<file path="config.mk">
export PLATFORM = sky130hd
export DESIGN_NAME = pipelined_add_sub
export DESIGN_NICKNAME = d
export VERILOG_FILES = /design/src/rtl/pipelined_add_sub.sv
export SDC_FILE = /design/constraint.sdc
export NUM_CORES = 1
export LEC_CHECK = 0
export CELL_PAD_IN_SITES_DETAIL_PLACEMENT = 1
export CELL_PAD_IN_SITES_GLOBAL_PLACEMENT = 1
export CORE_MARGIN = 4
export CORE_UTILIZATION = 40
export CTS_BUF_LIST = sky130_fd_sc_hd__clkbuf_8
export CTS_CLUSTER_DIAMETER = 40
export DETAILED_ROUTE_END_ITERATION = 8
export PLACE_DENSITY = 0.72
export SLEW_MARGIN = 0
export SYNTH_ARGS = -nofsm -noshare
export SYNTH_HDL_FRONTEND = slang
export SYNTH_SLANG_ARGS = --single-unit
</file>
<file path="constraint.sdc">
create_clock -name clk -period 3.6 [get_ports clk]
set_clock_uncertainty 0.15 [all_clocks]
set_input_delay 0.36 -clock clk [delete_from_list [all_inputs] [get_ports clk]]
set_output_delay 0.36 -clock clk [all_outputs]
set_load 0.01 [all_outputs]
</file>
<file path="src/rtl/pipelined_add_sub.sv">
// Pipelined adder/subtractor. The WIDTH-bit carry chain is cut into STAGES
// registered slices of SW = WIDTH/STAGES bits. Each stage resolves one slice
// using the carry registered by the stage before it. Still-unprocessed operand
// slices and already-finished sum slices travel down the pipe with the beat.
// The final stage registers the full result together with its flags. A single
// stall signal freezes the whole pipe, so every stage's valid bit and data
// hold together.
module pipelined_add_sub #(
  parameter int WIDTH  = 16,
  parameter int STAGES = 4
) (
  input  logic             clk,
  input  logic             reset,
  input  logic             in_valid,
  output logic             in_ready,
  input  logic [WIDTH-1:0] in_a,
  input  logic [WIDTH-1:0] in_b,
  input  logic             in_cin,
  input  logic [1:0]       in_mode,
  output logic             out_valid,
  input  logic             out_ready,
  output logic [WIDTH-1:0] out_sum,
  output logic             out_cout,
  output logic             out_ovf,
  output logic             out_zero,
  output logic             out_neg
);

  localparam int SW = WIDTH / STAGES;

  typedef enum logic [1:0] {
    MODE_ADD = 2'b00,
    MODE_SUB = 2'b01,
    MODE_ADC = 2'b10,
    MODE_SBC = 2'b11
  } mode_e;

  // Per-stage pipeline state. a_q/b_q hold the operands, and only the slices
  // above the stage's own slice are still meaningful. sum_q holds the finished
  // low slices. carry_q feeds the next stage.
  logic [STAGES-1:0] valid_q, valid_d;
  logic [STAGES-1:0] carry_q, carry_d;
  logic [WIDTH-1:0]  a_q   [STAGES];
  logic [WIDTH-1:0]  a_d   [STAGES];
  logic [WIDTH-1:0]  b_q   [STAGES];
  logic [WIDTH-1:0]  b_d   [STAGES];
  logic [WIDTH-1:0]  sum_q [STAGES];
  logic [WIDTH-1:0]  sum_d [STAGES];

  // Flags belong to the output register and are produced from the full sum.
  logic cout_q, cout_d;
  logic ovf_q,  ovf_d;
  logic zero_q, zero_d;
  logic neg_q,  neg_d;

  logic [WIDTH-1:0] b_eff;
  logic             c0;
  logic             stall;

  // The output is held while the consumer refuses it, and the whole pipe freezes with it.
  assign stall     = valid_q[STAGES-1] & ~out_ready;
  assign in_ready  = ~stall;
  assign out_valid = valid_q[STAGES-1];
  assign out_sum   = sum_q[STAGES-1];
  assign out_cout  = cout_q;
  assign out_ovf   = ovf_q;
  assign out_zero  = zero_q;
  assign out_neg   = neg_q;

  // Operand conditioning: subtract modes invert B, and the mode selects the carry-in.
  always_comb begin
    b_eff = in_mode[0] ? ~in_b : in_b;
    unique case (mode_e'(in_mode))
      MODE_ADD: c0 = 1'b0;
      MODE_SUB: c0 = 1'b1;
      default:  c0 = in_cin;   // ADC and SBC take the external carry
    endcase
  end

  // Slice datapath: stage k adds slice k of its incoming beat. After the loop,
  // the temporaries hold the last stage's view, which the flags are derived from.
  always_comb begin : p_datapath
    logic [WIDTH-1:0] a_cur;
    logic [WIDTH-1:0] b_cur;
    logic [WIDTH-1:0] s_cur;
    logic             c_cur;
    logic [SW:0]      slice;
    // NOTE: every variable gets a value before any branch, so no latch can be inferred.
    a_cur   = in_a;
    b_cur   = b_eff;
    s_cur   = '0;
    c_cur   = c0;
    slice   = '0;
    valid_d = '0;
    carry_d = '0;
    for (int k = 0; k < STAGES; k++) begin
      if (k == 0) begin
        a_cur      = in_a;
        b_cur      = b_eff;
        s_cur      = '0;
        c_cur      = c0;
        valid_d[k] = in_valid;
      end else begin
        a_cur      = a_q[k-1];
        b_cur      = b_q[k-1];
        s_cur      = sum_q[k-1];
        c_cur      = carry_q[k-1];
        valid_d[k] = valid_q[k-1];
      end
      slice = {1'b0, a_cur[k*SW +: SW]} + {1'b0, b_cur[k*SW +: SW]} + {{SW{1'b0}}, c_cur};
      s_cur[k*SW +: SW] = slice[SW-1:0];
      a_d[k]     = a_cur;
      b_d[k]     = b_cur;
      sum_d[k]   = s_cur;
      carry_d[k] = slice[SW];
    end
    cout_d = carry_d[STAGES-1];
    ovf_d  = (a_cur[WIDTH-1] == b_cur[WIDTH-1]) && (s_cur[WIDTH-1] != a_cur[WIDTH-1]);
    zero_d = (s_cur == '0);
    neg_d  = s_cur[WIDTH-1];
  end

  // Pipeline registers: advance together unless stalled. Data loads only with a valid beat.
  always_ff @(posedge clk or posedge reset) begin
    if (reset) begin
      // NOTE: data registers are cleared too, because the output word and flags must read 0 in reset.
      valid_q <= '0;
      carry_q <= '0;
      for (int k = 0; k < STAGES; k++) begin
        a_q[k]   <= '0;
        b_q[k]   <= '0;
        sum_q[k] <= '0;
      end
      cout_q <= 1'b0;
      ovf_q  <= 1'b0;
      zero_q <= 1'b0;
      neg_q  <= 1'b0;
    end else if (!stall) begin
      // NOTE: non-blocking assignments let every stage see last cycle's neighbour values.
      valid_q <= valid_d;
      for (int k = 0; k < STAGES; k++) begin
        if (valid_d[k]) begin
          a_q[k]     <= a_d[k];
          b_q[k]     <= b_d[k];
          sum_q[k]   <= sum_d[k];
          carry_q[k] <= carry_d[k];
        end
      end
      if (valid_d[STAGES-1]) begin
        cout_q <= cout_d;
        ovf_q  <= ovf_d;
        zero_q <= zero_d;
        neg_q  <= neg_d;
      end
    end
  end

endmodule

</file>
; ---- Yosys cells after proc, flatten, opt, wreduce, memory -nomap -nowiden
; Cells that the tools add are included.
[word_totals]
in_bits = 39
output_inout_bits = 22
regBits = 147
[op_classes]
reduce_logical = 7
n_eq_ne = 3
addsub = 8
n_bitwise = 4
n_mux = 2
[op_table]
columns = operator, count
row1 = 4-bit by 4-bit adder with 5-bit output, 4
row2 = 5-bit by 1-bit adder with 5-bit output, 4
row3 = 16-bit zero test, 1
row4 = 16-bit 2-to-1 mux, 1
row5 = 16-bit inverter, 1
row6 = 2-bit AND reduction, 4
row7 = 2-bit by 1-bit == test with 1-bit output (second input constant), 1
row8 = 2-bit zero test, 1
row9 = 1-bit inverter, 2
row10 = 1-bit case mux with 2 select lines, 1
row11 = 1-bit AND, 1
row12 = 1-bit == test, 1
row13 = 1-bit logical AND, 1
row14 = 1-bit inequality test, 1

; ---- Logic depth before layout (Yosys ltp)
; Gate-level depths: netlist of the first run.
[logic_depth]
word_depth = 4
mapped_depth = 8
mapped_depth_nobuf = 7

; ---- Worst setup path after synthesis of the first run
; OpenSTA, ideal clock, no wires.
[synth_timing]
kind = input port to flip-flop
from = input port in_mode[0]
to = register carry_q[0]
path_stages = 8
path_buffers = 2
path_slack_ps = 1199
arrival_ps = 2123
required_time_ps = 3323
path_cell_list = buf_4 > buf_4 > mux2_2 > fa_1 > fa_1 > a21o_1 > a21oi_1 > o21ai_0
[synth_between]
elab_chain_cells = 3
word_cells_on_any_way = 6
cone_classes = add/sub (2) / eq/ne (1) / mux (2) / reduce/logical (1)
[synth_rtl]
columns = element, line_no
row1 = from (decl), 19  ; input logic [1:0] in_mode,
row2 = "16-bit 2-to-1 mux, or another cell as far along", 72  ; b_eff = in_mode[0] ? ~in_b : in_b;
row3 = 4-bit by 4-bit adder with 5-bit output or 1-bit case mux with 2 select lines (tied branches), "110, 73"
row4 = 5-bit by 1-bit adder with 5-bit output *, 110  ; slice = {1'b0, a_cur[k*SW +: SW]} + {1'b0, b_cur[k*SW +: SW]} + {{SW{1'b0}}, c_cur};
row5 = "to (signal, indexed assignment)", 146  ; carry_q[k] <= carry_d[k];
row6 = to (decl), 42  ; logic [STAGES-1:0] carry_q, carry_d;
; Mark *: on every way between the ends. The rest lies on a longest branch, timed or not.
; A chain may end at the register's enable or synchronous reset.

; ---- Final worst setup path of the first run
; Ends and elaborated chain as after synthesis.

==> metrics.txt, run 1 <==
TritonCTS Buffers=9; Post-synth EDFFs=0; layout cells sized above 1=25.00%; Slew headroom=57.45%; CP Cell Sequence=clkdlybuf4s50_1, mux2_2, fa_1, fa_1, a21o_1, a21oi_1, o21ai_0; antenna violations before repair=0; antenna-violating nets left=0; latest clock arrival within the worst-skew pair=0.37 ns; CP startpoint kind=primary input; Final period util=70.42%; GP Congestion=0.7112; first-pass GRT wire length=14.88 mm; Main synth FF type=dfrtp_1; CP most frequent cell=fa_1; DP HPWL=6.308 mm; CP peak stage delay=0.63 ns; routed vias=2,534; initial cell density of the core=40.71%; n_diodes=0; Die Wd=115.6 µm; worst path arrival time=2.63 ns; total wire length=8.410 mm; post-CTS setup buffer count=0; fin util=48.30%; M2 GR Usage=22.92%; vias in the first global route=2,898; H-tree depth=3; worst slew pin tran=0.6383 ns; Fmax achieved=0.3944 GHz; total gr overflow=0; syn_nets=381; Seq/Total Area, Yosys=52.99%; leading area contributor after synthesis=dfrtp_1; First DRT Iteration DRCs=112; Final Setup Violations=0; power per cell area=851.6 nW/µm²; Yosys reg bits=98; total die area=13,360 µm²; setup ws final=1.065 ns; root buf cell=clkbuf_8; Vias per Instance=4.772; Hold Fails Final Rpt=0; post-synth top area share=52.99%; num rows=39; final max-slew violation count=0; family with the most delay on the worst path=adder cells; pre-CTS setup slack=0.6507 ns; CTS tree=done; HP Class=in -> async; PortBufs=60; Post-synth ARST share=100.0%; Leak Pwr=2.542 nW; fillers=1,178; clock sink total=98; Min Clock Period, post-route=2.535 ns; largest net degree at the start of global routing=53; post_cts resized=0; total core area=11,370 µm²; Mapped Area=4628 µm²; Mapped Avg Cell Area=14.37 µm²; average wire per standard cell=15.84 µm; worst-case clock buffer depth=2; grt met3 use=3.551%; DRC errors left=0; GR peak layer=met2; crit-path max FO=9; Setup CP Type=in -> reg; Worst Path Required=3.70 ns; ranking of synthesized cells by area=dfrtp_1, mux2_4, mux2_2; detailed-router iteration count before antenna repair=4; Nets=442; setup TNS=0 ns; status=completed; synth cell count leaders=dfrtp_1, mux2_4, nand2_1; cell with the most instances after synthesis=dfrtp_1; Area growth syn-to-layout=18.65%; Syn Inst Count=322; post-synth cell types=31; # hold bufs at CTS=0; WP buf/inv=1; FF/Latch Area=2452 µm²; Reg clk slew, reported paths=0.09 ns; I/O pin total=61; RSZ-0062 raised after global routing=no; yosys warns=0; Critical-path top delay cell=clkdlybuf4s50_1; Crit. End Element=flip-flop; area of the multi-input gates=1976 µm²; height of the die=115.6 µm; worst-case vdd ir drop=0.0003359 V; Max-Cap Viols=0; Total GRT Usage=14.33%; GR met1 Demand/Resource=18.86%
[sequential cells by signal, summed over array words and instances (netlist names)]
register          cells
valid_q               4
p_datapath.a_cur      4
p_datapath.s_cur     12
out_cout              1
out_ovf               1
carry_q               3
b_d                  20
a_d                  20
out_sum              16
out_zero              1
p_datapath.b_cur      4
sum_d                12
[layer usage]
metal  vias up  wire [µm]
met4         0        142
met5         -          0
met1      1247       3883
met3        13        339
met2        49       4045
li1       1225          -
[path summary, 6_finish.rpt]
kind / cells past startpoint / end / from / slack (ns)
setup / recovery: 7 / carry_q[0] / in_mode[0] / 1.06
min in group clk: 2 / b_d[40] / b_d[40] / 0.33
max in group asynchronous: 3 / a_d[41] / reset / 2.23
hold / removal: 2 / p_datapath.s_cur[7] / reset / 0.28
hold reg to reg: 2 / b_d[40] / b_d[40] / 0.33
setup reg to reg: 5 / out_zero / carry_q[2] / 1.36
[layout make-up]
cell class | count | area share, %
repair buffers | 63 | 11.35
inverters | 10 | 0.8658
clock buffers | 11 | 2.757
well taps | 143 | 3.258
multi-input cells | 201 | 35.98
clock inverters | 5 | 1.139
flip-flops and latches | 98 | 44.66
[where the power goes]
part | internal, W | switching, W | total, W
registers | 0.00159 | 0.000358 | 0.00195
clock network | 0.000361 | 0.000384 | 0.000745
logic | 0.00118 | 0.000799 | 0.00198
[cell usage in the layout (no fill, tap or decap), types with 11 or more instances in the layout]
master / Yosys / layout
mux2_2: 21 / 21
mux2_4: 47 / 47
dfrtp_1: 98 / 98
clkbuf_8: 0 / 11
nand2_1: 32 / 32
o21ai_0: 23 / 23
xnor2_1: 14 / 14
clkdlybuf4s50_1: 0 / 60
ha_1: 12 / 12
xor2_1: 11 / 11
[per-stage QoR]
step	instances	hold slack (ns)	total power, W	area (µm²)
after global placement	515	0.3169	0.003877	5278
after global routing	531	0.3287	0.005063	5492
after floorplan	322	0.2988	0.003436	4628
after detailed placement	515	0.3271	0.004005	5278
after CTS	531	0.2833	0.004766	5492
final	531	0.2759	0.004676	5492
[cell families (layout without fill, tap and decap cells)]
| kind of cell | count (synthesis) | after routing | share of synthesized area [%] |
|---|---|---|---|
| compound gates | 43 | 43 | 5.434 |
| xor+xnor | 25 | 25 | 4.731 |
| fa+ha+maj | 20 | 20 | 6.704 |
| buf+inv | 23 | 89 | 4.325 |
| flops | 98 | 98 | 52.99 |
| mux | 68 | 68 | 20.36 |
| simple gates | 45 | 45 | 5.461 |
(Power assumes the default switching activity.)
==> run 2: changes to the inputs <==
==> constraint.sdc (replaced) <==
create_clock -name clk -period 2.4 [get_ports clk]
set_clock_uncertainty 0.15 [all_clocks]
set_input_delay 0.24 -clock clk [delete_from_list [all_inputs] [get_ports clk]]
set_output_delay 0.24 -clock clk [all_outputs]
set_load 0.01 [all_outputs]
==> metrics.txt, run 2 (same netlist as run 1, synthesis figures left out) <==
Final period util=92.82%; root buf cell=clkbuf_8; Top Metal Used=met4; routed length on met1=3.894 mm (+0.28%); antenna-violating nets left=0 (unchanged); CP startpoint kind=primary input; TritonCTS Buffers=9 (unchanged); total gr overflow=0 (unchanged); crit-path max FO=2 (-7); first-pass GRT wire length=14.68 mm (-1.3%); I/O pin total=61 (unchanged); Final Setup Violations=0 (unchanged); RSZ-0062 raised after global routing=no; Hold Fails Final Rpt=0 (unchanged); sw frac=32.60% (-0.35 points); Fin Hold WS=0.06592 ns (-0.2100 ns); vias in the first global route=2,945 (+1.6%); Reg clk slew, reported paths=0.09 ns (about the same); post_cts resized=0 (unchanged); FF/Latch Area=2452 µm² (unchanged); Vias per Instance=4.804 (+0.66%); final max-slew violation count=0 (unchanged); n_diodes=0 (unchanged); DP HPWL=6.389 mm (+1.3%); largest net degree at the start of global routing=46 (-13%); Fmax achieved=0.4489 GHz; Gate power share=42.5% (about the same); routed vias=2,570 (+1.4%); DRC errors left=0 (unchanged); average wire per standard cell=15.75 µm (-0.57%); HP Class=in -> async; metal3 WL=310 µm (-8.6%); met2 wire length=4.046 mm (about the same); worst r2r path cells=5 (unchanged); total die area=13,360 µm² (unchanged); Crit. End Element=flip-flop; sequential power share=41.1% (-0.6 points); PortBufs=60 (unchanged); Die Wd=115.6 µm (unchanged); Finished Layout Cells=535 (+0.75%); num rows=39 (unchanged); commonest non-fill, non-tap cell in the layout=dfrtp_1; power per cell area=1277 nW/µm² (+50%); worst path arrival time=2.32 ns (-0.31 ns); Area growth syn-to-layout=19.79%; Leak Pwr=2.576 nW (+1.3%); initial cell density of the core=40.71% (unchanged); post-CTS setup buffer count=0 (unchanged); fillers=1,210 (+2.7%); antenna violations before repair=0 (unchanged); total core area=11,370 µm² (unchanged); switching power=0.002309 W (+50%); FF-to-FF End=out_zero; Worst Path Required=2.49 ns (-1.21 ns); CTS tree=done; Min Clock Period, post-route=2.228 ns; Total GRT Usage=14.08% (-0.25 points); R2R Setup Slk=0.20 ns (-1.16 ns); status=completed; detailed-router iteration count before antenna repair=5 (+1); latest clock arrival within the worst-skew pair=0.37 ns (about the same); First DRT Iteration DRCs=63 (-44%); worst-case vdd ir drop=0.0005957 V (+77%); commonest non-fill, non-tap cells in the layout=dfrtp_1, clkdlybuf4s50_1, mux2_4; Slew headroom=67.15% (+9.7 points); total wire length=8.425 mm (+0.18%); height of the die=115.6 µm (unchanged); worst slew pin tran=0.4923 ns (-0.1460 ns); # hold bufs at CTS=0 (unchanged); Int Pwr=0.004772 W (+52%); Clk pwr share=16.3% (+0.4 points); clock sink total=98 (unchanged); layout cells sized above 1=25.77% (+0.77 points); H-tree depth=3 (unchanged); reg2reg start=carry_q[2]; Inst Count DP=519 (+0.78%); worst-case clock buffer depth=2 (unchanged); Max-Cap Viols=0 (unchanged); Setup CP Type=in -> reg; area of the multi-input gates=1976 µm² (unchanged); Nets=446 (+0.90%); GP Congestion=0.7590 (+6.7%)
## run 2: power groups by stage
stage	logic, W	clock network, W	registers (W)
global placement	0.00293	0	0.00292
CTS	0.00308	0.00120	0.00293
finish	0.00301	0.00116	0.00291
detailed placement	0.00307	0	0.00297
floorplan	0.00230	0	0.00285
global route	0.00333	0.00127	0.00302
## run 2: worst max path at each step
stage	startpoint	to	depth (start not counted)
2_1_floorplan	in_mode[0]	carry_q[0]	8
3_3_place_gp	in_mode[1]	carry_q[0]	7
3_5_place_dp	in_mode[1]	carry_q[0]	7
4_1_cts	carry_q[2]	out_zero	5
5_1_grt	carry_q[2]	out_zero	5
6_report	in_mode[1]	carry_q[0]	7
## run 2: stage by stage
step	instance area [µm²]	setup TNS (ns)	util [%]	setup WS [ns]	power [W]
6_report	5544	0	48.76	0.1722	0.007081
5_1_grt	5544	0	48.76	0.09256	0.007625
3_5_place_dp	5321	-0.3543	46.80	-0.1983	0.006036
2_1_floorplan	4632	0	-	0.1195	0.005154
3_3_place_gp	5321	-0.2206	46.80	-0.1202	0.005851
4_1_cts	5544	0	48.76	0.1755	0.007206
## run 2: layer usage
layer | vias up | GRT usage, %
li1 | 1232 | -
met2 | 54 | 22.57
met5 | - | 0
met4 | 0 | 5.712
met1 | 1272 | 18.58
met3 | 12 | 3.185
## run 2: final cells by class
| class | count | share of cell area (%) |
|---|---|---|
| clock buffers | 13 | 3.227 |
| clock inverters | 3 | 0.7899 |
| inverters | 10 | 0.8802 |
| multi-input cells | 201 | 35.64 |
| flip-flops and latches | 98 | 44.23 |
| well taps | 143 | 3.227 |
| repair buffers | 67 | 12.01 |
## run 2: critical path, cell delays in order
cell and delay [ns]:
clkdlybuf4s50_1 0.46, mux2_2 0.34, fa_1 0.43, fa_1 0.42, a21o_1 0.21, a21oi_1 0.14
o21ai_0 0.09
==> run 3: changes to the inputs <==
--- a/config.mk
+++ b/config.mk
@@ -7,6 +7,7 @@
 export LEC_CHECK = 0
 export CELL_PAD_IN_SITES_DETAIL_PLACEMENT = 1
 export CELL_PAD_IN_SITES_GLOBAL_PLACEMENT = 1
+export CORE_ASPECT_RATIO = 1.75
 export CORE_MARGIN = 4
 export CORE_UTILIZATION = 40
 export CTS_BUF_LIST = sky130_fd_sc_hd__clkbuf_8
==> metrics.txt, run 3 (same netlist as run 1, synthesis figures left out) <==
status=completed; initial cell density of the core=41.21% (+0.50 points); Die Wd=89.31 µm (-23%); Final period util=94.04% (+1.2 points); setup ws final=0.1430 ns (-0.02925 ns); worst slew pin tran=0.5048 ns (+0.01257 ns); pre-CTS setup slack=-0.2439 ns (-0.04558 ns); commonest non-fill, non-tap cell in the layout=dfrtp_1; CTS tree=done; switching power=0.002288 W (-0.88%); TritonCTS Buffers=9 (unchanged); first-pass GRT wire length=14.23 mm (-3.0%); Slew headroom=66.31% (-0.84 points); DP HPWL=6.624 mm (+3.7%); Leak Pwr=2.576 nW (about the same); Top Metal Used=met4; antenna-violating nets left=0 (unchanged); sequential power share=41.4% (+0.3 points); sw frac=32.50% (-0.11 points); height of the die=150.3 µm (+30%); power per cell area=1275 nW/µm² (-0.19%); average wire per standard cell=15.95 µm (+1.3%); Setup CP Type=reg -> reg; vias in the first global route=2,853 (-3.1%); Crit. End Element=flip-flop; Nets=446 (unchanged); n_diodes=0 (unchanged); post-CTS setup buffer count=0 (unchanged); routed length on met1=3.270 mm (-16%); GP Congestion=0.6953 (-8.4%); detailed-router iteration count before antenna repair=3 (-2); Total GRT Usage=14.01% (-0.066 points); PortBufs=60 (unchanged); total wire length=8.358 mm (-0.80%); worst path arrival time=2.38 ns (+0.06 ns); FF/Latch Area=2452 µm² (unchanged); HP Class=in -> async; met2 wire length=4.575 mm (+13%); num rows=51 (+31%); DRC errors left=0 (unchanged); Clk pwr share=15.9% (-0.4 points); Max-Cap Viols=0 (unchanged); Gate power share=42.7% (+0.2 points); worst-case clock buffer depth=2 (unchanged); Int Pwr=0.004754 W (-0.39%); Reg clk slew, reported paths=0.09 ns (about the same); final max-slew violation count=0 (unchanged); Vias per Instance=4.884 (+1.7%); root buf cell=clkbuf_8; Min Clock Period, post-route=2.257 ns (+0.02925 ns); latest clock arrival within the worst-skew pair=0.36 ns (about the same); clock sink total=98 (unchanged); setup TNS=0 ns (unchanged); # hold bufs at CTS=0 (unchanged); area of the multi-input gates=1982 µm² (+0.32%); routed vias=2,559 (-0.43%); Fmax achieved=0.4431 GHz (-1.3%); CP startpoint kind=flip-flop; antenna violations before repair=0 (unchanged); worst-case vdd ir drop=0.0007054 V (+18%); Worst Path Required=2.53 ns (+0.04 ns); commonest non-fill, non-tap cells in the layout=dfrtp_1, clkdlybuf4s50_1, mux2_4; largest net degree at the start of global routing=48 (+4.3%); Area growth syn-to-layout=19.36%; Hold Fails Final Rpt=0 (unchanged); Final Setup Violations=0 (unchanged); I/O pin total=61 (unchanged); crit-path max FO=2 (unchanged); fillers=1,143 (-5.5%); total core area=11,230 µm² (-1.2%); layout cells sized above 1=25.51% (-0.26 points); metal3 WL=284 µm (-8.4%); RSZ-0062 raised after global routing=no; First DRT Iteration DRCs=40 (-37%); total gr overflow=0 (unchanged); total die area=13,420 µm² (+0.51%); H-tree depth=3 (unchanged)
[run 3: changes by cell type in the layout (fill, tap and decap cells not counted), sizes merged]
cell / change
clkbuf: -4
clkinv: +2
bufinv: +1
inv: +1
[run 3: layer usage]
metal | track usage, % | vias to the layer above
met5 | 0 | -
met4 | 6.557 | 0
met3 | 2.957 | 11
met2 | 24.22 | 47
met1 | 16.12 | 1276
li1 | - | 1225
[run 3: stage by stage]
| stage | std cells | total power, W | hold WS, ns | instance area, µm² | utilization [%] |
|---|---|---|---|---|---|
| global route | 524 | 0.007571 | 0.1030 | 5524 | 49.19 |
| finish | 524 | 0.007042 | 0.09337 | 5524 | 49.19 |
| floorplan | 322 | 0.005154 | 0.2385 | 4632 | - |
| CTS | 524 | 0.007157 | 0.07200 | 5518 | 49.13 |
| detailed placement | 508 | 0.006008 | 0.3159 | 5308 | 47.26 |
| global placement | 508 | 0.005808 | 0.3162 | 5308 | 47.26 |
[run 3: cell type report]
type | count | share of cell area, %
inverter | 10 | 0.8834
tap | 132 | 2.990
clock inverter | 7 | 1.563
multi-input combinational | 201 | 35.88
sequential | 98 | 44.39
clock buffer | 9 | 2.242
timing repair buffer | 67 | 12.05
[run 3: power groups by stage]
stage	clock, W	combinational, W	sequential (W)
floorplan	0	0.00230	0.00285
global placement	0	0.00289	0.00292
detailed placement	0	0.00304	0.00297
CTS	0.00117	0.00306	0.00293
global route	0.00124	0.00331	0.00302
finish	0.00112	0.00301	0.00292
[run 3: critical path: stages (launching register included)]
cell     delay [ns]
dfrtp_1        0.41
fa_1           0.47
fa_1           0.51
nor4_2         0.27
nand4_1        0.15
o31ai_2        0.21
[run 3: final timing paths]
check / from / to / slack, ns / cells after the start
min reg2reg: out_ovf / out_ovf / 0.33 / 2
min: reset / sum_d[22] / 0.09 / 2
max reg2reg: carry_q[2] / out_zero / 0.14 / 5
max: carry_q[2] / out_zero / 0.14 / 5
min in group clk: in_a[7] / a_d[39] / 0.33 / 2
max in group asynchronous: reset / sum_d[33] / 1.43 / 3
[run 3: timing repair]
action,in CTS,in global routing
resized for setup,0,1
endpoints found under the hold margin,0,0
setup endpoints to repair,0,1
